## config.mk

```make
export PLATFORM = sky130hd
export DESIGN_NAME = delay_timer_arbiter
export DESIGN_NICKNAME = d
export VERILOG_FILES = /design/src/rtl/delay_timer_arbiter.sv
export SDC_FILE = /design/constraint.sdc
export NUM_CORES = 1
export LEC_CHECK = 0
export ABC_AREA = 1
export ABC_CLOCK_PERIOD_IN_PS = 2450
export CAP_MARGIN = 40
export CORE_UTILIZATION = 57
export DETAILED_ROUTE_END_ITERATION = 12
export GPL_ROUTABILITY_DRIVEN = 0
export GPL_TIMING_DRIVEN = 0
export HOLD_SLACK_MARGIN = 0.15
export PLACE_DENSITY = 0.83
export SYNTH_ARGS = -nofsm -noshare
export SYNTH_HDL_FRONTEND = slang
export SYNTH_SLANG_ARGS = --single-unit
```

## constraint.sdc

```tcl
create_clock -name clk_50M -period 2.45 [get_ports clk_50M]
set_input_delay 0.49 -clock clk_50M [delete_from_list [all_inputs] [get_ports clk_50M]]
set_output_delay 0.49 -clock clk_50M [all_outputs]
set_load 0.02 [all_outputs]
```

## src/rtl/delay_timer_arbiter.sv

```systemverilog
// Shared delay timer: arbitrates N_REQ requesters onto one prescaler + tick counter.
// Latency: grant 1 cycle after request; done pulse TICK_DIV*DELAY_TICKS+1 cycles after grant.
// Backpressure: level requests stay pending while busy; HOLD waits for the winner to release.
//
// Ports:
//   clk_50M  - system clock, rising edge
//   i_Reset  - synchronous, active-high reset
//   i_Req    - level request per requester, held until done or abort
//   o_Grant  - registered one-hot grant
//   o_Done   - one-cycle done pulse to the granted requester
//   o_Busy   - timer owned (RUN/DONE/HOLD)
//   o_Tick   - one-cycle pulse per elapsed tick while running
//   o_Count  - elapsed ticks of the current or last delay
//
// Build option: define TIMER_ARB_FIXED_PRIO_EN for fixed priority (lowest index
// wins, no rotating pointer); default build is round-robin.
module delay_timer_arbiter #(
  parameter int N_REQ       = 3,
  parameter int TICK_DIV    = 25000,
  parameter int DELAY_TICKS = 4000,
  parameter int CNT_WIDTH   = 12
) (
  input  logic                 clk_50M,
  input  logic                 i_Reset,
  input  logic [N_REQ-1:0]     i_Req,
  output logic [N_REQ-1:0]     o_Grant,
  output logic [N_REQ-1:0]     o_Done,
  output logic                 o_Busy,
  output logic                 o_Tick,
  output logic [CNT_WIDTH-1:0] o_Count
);

  localparam int PRE_W = (TICK_DIV > 1) ? $clog2(TICK_DIV) : 1;
  localparam int PTR_W = $clog2(N_REQ);
  localparam logic [PRE_W-1:0]     PRE_LAST = PRE_W'(TICK_DIV - 1);
  localparam logic [CNT_WIDTH-1:0] CNT_LAST = CNT_WIDTH'(DELAY_TICKS);

  typedef enum logic [1:0] {S_IDLE, S_RUN, S_DONE, S_HOLD} state_t;

  state_t               state_q, state_d;
  logic [N_REQ-1:0]     grant_q, grant_d;
  logic [N_REQ-1:0]     owner_q, owner_d;   // winner kept through HOLD after o_Grant clears
  logic [N_REQ-1:0]     done_q, done_d;
  logic                 busy_q, busy_d;
  logic                 tick_q, tick_d;
  logic [PRE_W-1:0]     presc_q, presc_d;
  logic [CNT_WIDTH-1:0] count_q, count_d;
  logic [CNT_WIDTH-1:0] count_inc;

  logic                 win_vld;
  logic [PTR_W-1:0]     win_idx;
  logic [N_REQ-1:0]     win_oh;

`ifdef TIMER_ARB_FIXED_PRIO_EN
  // Descending scan so the lowest set index is the last one written.
  always_comb begin
    win_vld = 1'b0;
    win_idx = '0;
    for (int i = N_REQ - 1; i >= 0; i--) begin
      if (i_Req[i]) begin
        win_vld = 1'b1;
        win_idx = PTR_W'(i);
      end
    end
  end
`else
  logic [PTR_W-1:0] rr_ptr_q, rr_ptr_d;
  logic [PTR_W-1:0] scan_idx;
  int               scan_sum;

  // Scan offsets from the pointer, descending, so the smallest cyclic offset wins.
  always_comb begin
    win_vld  = 1'b0;
    win_idx  = '0;
    scan_sum = 0;
    scan_idx = '0;
    for (int i = N_REQ - 1; i >= 0; i--) begin
      scan_sum = (int'(rr_ptr_q) + i) % N_REQ;
      scan_idx = PTR_W'(scan_sum);
      if (i_Req[scan_idx]) begin
        win_vld = 1'b1;
        win_idx = scan_idx;
      end
    end
  end

  always_comb begin
    rr_ptr_d = rr_ptr_q;
    if (state_q == S_IDLE && win_vld) begin
      rr_ptr_d = (win_idx == PTR_W'(N_REQ - 1)) ? '0 : win_idx + PTR_W'(1);
    end
  end

  always_ff @(posedge clk_50M) begin
    if (i_Reset) begin
      rr_ptr_q <= '0;
    end else begin
      rr_ptr_q <= rr_ptr_d;
    end
  end
`endif

  always_comb begin
    win_oh = '0;
    if (win_vld) begin
      win_oh[win_idx] = 1'b1;
    end
  end

  assign count_inc = count_q + CNT_WIDTH'(1);

  always_comb begin
    state_d = state_q;
    grant_d = grant_q;
    owner_d = owner_q;
    done_d  = '0;
    tick_d  = 1'b0;
    presc_d = presc_q;
    count_d = count_q;
    case (state_q)
      S_IDLE: begin
        if (win_vld) begin
          grant_d = win_oh;
          owner_d = win_oh;
          presc_d = '0;
          count_d = '0;
          state_d = S_RUN;
        end
      end
      S_RUN: begin
        // Abort takes precedence over a coincident final tick; count holds.
        if ((i_Req & owner_q) == '0) begin
          grant_d = '0;
          state_d = S_IDLE;
        end else if (presc_q == PRE_LAST) begin
          presc_d = '0;
          tick_d  = 1'b1;
          count_d = count_inc;
          if (count_inc == CNT_LAST) begin
            state_d = S_DONE;
          end
        end else begin
          presc_d = presc_q + PRE_W'(1);
        end
      end
      S_DONE: begin
        done_d  = grant_q;
        state_d = S_HOLD;
      end
      S_HOLD: begin
        grant_d = '0;
        // Wait for the winner to release so a held request cannot retrigger.
        if ((i_Req & owner_q) == '0) begin
          state_d = S_IDLE;
        end
      end
      default: state_d = S_IDLE;
    endcase
    busy_d = (state_d != S_IDLE);
  end

  always_ff @(posedge clk_50M) begin
    if (i_Reset) begin
      state_q <= S_IDLE;
      grant_q <= '0;
      owner_q <= '0;
      done_q  <= '0;
      busy_q  <= 1'b0;
      tick_q  <= 1'b0;
      presc_q <= '0;
      count_q <= '0;
    end else begin
      state_q <= state_d;
      grant_q <= grant_d;
      owner_q <= owner_d;
      done_q  <= done_d;
      busy_q  <= busy_d;
      tick_q  <= tick_d;
      presc_q <= presc_d;
      count_q <= count_d;
    end
  end

  assign o_Grant = grant_q;
  assign o_Done  = done_q;
  assign o_Busy  = busy_q;
  assign o_Tick  = tick_q;
  assign o_Count = count_q;

endmodule

```

==> results by stage, run 1 <==
Detailed routing:
- The total number of vias is 2207.
- The routed design uses 2.42 mm of met2 wire.
- The per-cell routed wire length is 11.7 um.
- The total met3 wirelength after detailed routing is 190 um.
- The number of nets with antenna violations after routing is 0.
- For this run, design rule violations remaining after detail routing come to 0.
- Before antenna repair, the detailed router went through 4 iterations.
- After detailed routing, the total wire length is 4.99 mm.
- The detailed router put a total of 2.31 mm of wire on met1.
- The number of vias per cell after detailed routing is slightly above 5.
- The uppermost layer routed is met4.
- The initial DRC count is 57.

Finish:
- The combined area of the multi-input logic cells is about 1400 sq um.
- The final non-filler cell area is 2850 sq um.
- In the final layout, the share of cells above drive strength 1 is 0.135.
- Relative to the synthesized area, the layout overhead comes to 16.5%.
- Counting the fill cells in the layout gives roughly 350.
- The most common cell after layout, fill and taps aside is sky130_fd_sc_hd__nand2_1.
- The antenna diode instance count is 0.
- Summing all flip-flop and latch instances after layout gives between 800 and 900 sq um.
- The library cells used most frequently in the layout, excluding fill and tap cells, are sky130_fd_sc_hd__nand2_1, sky130_fd_sc_hd__inv_1, sky130_fd_sc_hd__nor2_1.
- The final core utilization is 0.703.
- The final net count is between 300 and 400.

Timing:
- The fmax is 465 MHz.
- The setup skew after layout is roughly 0.0054 ns.
- The tightest hold margin is 0.419 ns.
- Setup repair after global routing left no endpoint under its margin.
- Setup violations remaining at the end of the flow were counted as 0.
- The ratio of final minimum period to clock period is 0.878.
- For the pin with the worst max-slew slack, the measured transition is 0.452 ns.
- The relative slew slack is 0.695.
- The count of final max-slew check failures is 0.
- Setup total negative slack on the finished layout was measured at 0 ns.
- The final hold violation count is 0.
- The smallest clock period supported by the final layout is computed as 2.15 ns.

Power:
- The analysis attributes to cell leakage a power of between 0.001 and 0.0015 uW.
- The peak supply drop is 614 uV.
- Dividing total power by cell area gives a power density of 950 nW/um^2.
- Summing internal, switching and leakage power gives between 2000 and 3000 uW.

Job:
- The max-cap check violation count is 0.

Global routing:
- The first-pass GRT wire length is 8.50 mm.
- The overall routing resource usage is 0.245.
- Entering global routing, the biggest net connects 14 pins.
- The initial antenna violation count is 0.
- The via count of the first global-routing pass is 2007.
- Global routing finished with a remaining overflow of 0.

Synth:
- The share of the yosys chip area belonging to registers is 0.327.
- The primary flip-flop cell chosen by synthesis mapping is sky130_fd_sc_hd__dfxtp_1.
- The synthesized design contains 40 register bits.
- The fraction of registers with async set/reset is 0.
- The warning count from the yosys run is 0.
- Dividing the synthesized area by the synthesized cell count gives 7.05 sq um.
- The number of distinct library cells after synthesis is 38.
- Synthesis produced about 350 cells.
- In this run, synthesis inferred 0 flip-flops with an integrated enable.
- After synthesis the cells add up to 2450 sq um.
- The number of nets produced by synthesis is 362.

Status:
- The flow ran to the end, and the final reports show no timing, DRC or antenna violations.

Clock network:
- In this run the post-CTS setup repair buffer count came out at 0.
- For this design, the CTS-stage hold fixing added 0 buffers.
- In this run the deepest clock path goes through 2 buffers.
- CTS saw 40 sinks.
- CTS built an H-tree with a depth of 2.
- Clock tree synthesis inserted a total of 5 buffers.
- The post-cts resize count is 0.
- The clock tree root buffer cell is sky130_fd_sc_hd__clkbuf_8.
- The clock-pin slew of the registers on the worst-case setup and hold paths is 0.08 ns.
- TritonCTS built the clock tree.
- At the later pin of the worst-skew pair, clock insertion delay measures 0.30 ns.

Placed design:
- Detailed placement finished with a half-perimeter wire length of approximately 3.9 mm.
- The placement-stage cell area is 2740 sq um.
- The count of buffers inserted at the top-level ports is 23.

Critical path:
- The longest individual stage delay on the worst path is 0.40 ns.
- The endpoint identified for the worst register-to-register timing path is o_Count[6]$_SDFFE_PP0P_.
- Across all register-to-register paths, the minimum setup slack is approximately 0.30 ns.
- The launching element type of the critical path is a register.
- The signal on the critical path passes through inv_1 > ha_1 > a21oi_2 > o21ai_1 > nand2_2 > nor3_4 > nand2_4 > nand2_4 > inv_4 > nand2_4 > nand2_4 > buf_6 > o22ai_2.
- The nature of the critical path endpoint is a register.
- Along the worst path, the maximum fanout reaches 10.
- The worst setup path endpoint is o_Count[6]$_SDFFE_PP0P_.
- The largest individual stage delay along the critical path comes from the cell sky130_fd_sc_hd__ha_1.
- The most numerous cell type found on the critical path is sky130_fd_sc_hd__nand2_4.
- The source of the worst register-to-register timing path is owner_q[0]$_SDFFE_PP0P_.
- The worst setup path is of the reg2reg kind.
- The startpoint of the worst setup timing path is owner_q[0]$_SDFFE_PP0P_.
- For the worst flop-to-flop path, the logic depth is 13.
- The arrival time at the worst endpoint is 2.37 ns.
- For the worst setup path, the data required time is 2.67 ns.

Worst hold path:
- The worst min-delay path startpoint is i_Reset.
- The type of the most critical hold path is in2reg.

Floorplan:
- The die span in y is between 60 and 70 um.
- The initial standard-cell utilization of the core is 0.603.
- The die area is 4560 sq um.
- In this run the horizontal extent of the chip is 67.5 um.
- The number of placement rows is 23.
- The core box area is around 4100 sq um.
- During I/O placement, the number of pins put on the boundary was 25.
## cell type report
cell class | count | area share
buffer | 4 | 0.0167
clock buffer | 5 | 0.0241
clock inverter | 3 | 0.0149
inverter | 55 | 0.0750
multi-input combinational | 248 | 0.486
sequential | 40 | 0.281
tap | 50 | 0.0219
timing repair buffer | 23 | 0.0807
## state kept, by name, summed over array words and instances, names as in the netlist
register,cells
presc_q,15
o_Tick,1
o_Busy,1
o_Done,3
state_q,2
o_Grant,3
o_Count,12
owner_q,3
## worst max-delay path: cells and delay by family (launching register included)
kind / cells / cell delay (ns)
compound gates: 3 / 0.33
fa+ha+maj: 1 / 0.40
buf+inv: 3 / 0.31
flops: 1 / 0.39
simple gates: 6 / 0.65
## per-layer routing
| layer | global-route usage | vias up |
|---|---|---|
| met2 | 0.431 | 43 |
| met3 | 0.0524 | 7 |
| met1 | 0.288 | 989 |
| li1 | - | 1168 |
| met5 | 0 | - |
| met4 | 0.0931 | 0 |
## worst min-delay path by stage
stage          cells after the start                      end  slack (ns)
3_3_place_gp                       2     o_Done[2]$_SDFF_PP0_        0.44
3_5_place_dp                       2     o_Done[2]$_SDFF_PP0_        0.45
2_1_floorplan                      2  owner_q[2]$_SDFFE_PP0P_        0.43
4_1_cts                            2  o_Grant[0]$_SDFFE_PP0P_        0.41
6_report                           2  o_Grant[0]$_SDFFE_PP0P_        0.42
5_1_grt                            2  o_Grant[0]$_SDFFE_PP0P_        0.42
## through the flow
stage	setup slack [ns]	cells
after floorplan	0.540	347
after global placement	0.137	420
after detailed placement	0.0905	420
after CTS	0.299	428
after global routing	0.136	428
final	0.299	428
## synth_stat cells, types with 2 or more instances
| master | instances | area share |
|---|---|---|
| sky130_fd_sc_hd__nor4_1 | 2 | 0.0051 |
| sky130_fd_sc_hd__nor3_1 | 6 | 0.012 |
| sky130_fd_sc_hd__xor2_1 | 3 | 0.011 |
| sky130_fd_sc_hd__inv_1 | 49 | 0.075 |
| sky130_fd_sc_hd__a211oi_1 | 4 | 0.012 |
| sky130_fd_sc_hd__nor2_1 | 45 | 0.069 |
| sky130_fd_sc_hd__ha_1 | 10 | 0.051 |
| sky130_fd_sc_hd__nand4_1 | 3 | 0.0077 |
| sky130_fd_sc_hd__nand2_4 | 5 | 0.023 |
| sky130_fd_sc_hd__o21ai_1 | 4 | 0.0082 |
| sky130_fd_sc_hd__o21ai_0 | 12 | 0.025 |
| sky130_fd_sc_hd__a21oi_1 | 12 | 0.025 |
| sky130_fd_sc_hd__nand3_2 | 3 | 0.012 |
| sky130_fd_sc_hd__o22ai_2 | 8 | 0.041 |
| sky130_fd_sc_hd__nor2_2 | 3 | 0.0077 |
| sky130_fd_sc_hd__buf_6 | 3 | 0.014 |
| sky130_fd_sc_hd__inv_2 | 3 | 0.0046 |
| sky130_fd_sc_hd__o21ai_2 | 4 | 0.014 |
| sky130_fd_sc_hd__dfxtp_1 | 40 | 0.33 |
| sky130_fd_sc_hd__nand3_1 | 23 | 0.047 |
| sky130_fd_sc_hd__a21oi_2 | 3 | 0.011 |
| sky130_fd_sc_hd__nand2_1 | 86 | 0.13 |
## cells by family after synthesis
logic type               count (synthesis)  share of synthesized area
AO/OA/AOI/OAI                           53                      0.165
XOR/XNOR                                 3                     0.0107
AND/OR/NAND/NOR                        182                      0.339
flip-flops                              40                      0.327
buffers and inverters                   59                      0.107
adder cells (fa/ha/maj)                 10                     0.0511
## power by group
group	switching (uW)	total (uW)	leakage (uW)	internal (uW)
combinational	891	1390	0.000734	494
clock	240	541	0.0000541	301
sequential	57.9	781	0.000324	723
total	1190	2710	0.00111	1520
Power figures use the tool's default switching activity.
==> run 2: changes to the inputs <==
- ABC_CLOCK_PERIOD_IN_PS: 2450 -> unset
==> results of run 2 <==
Final layout, timing and power as in run 1 (identical DEF).
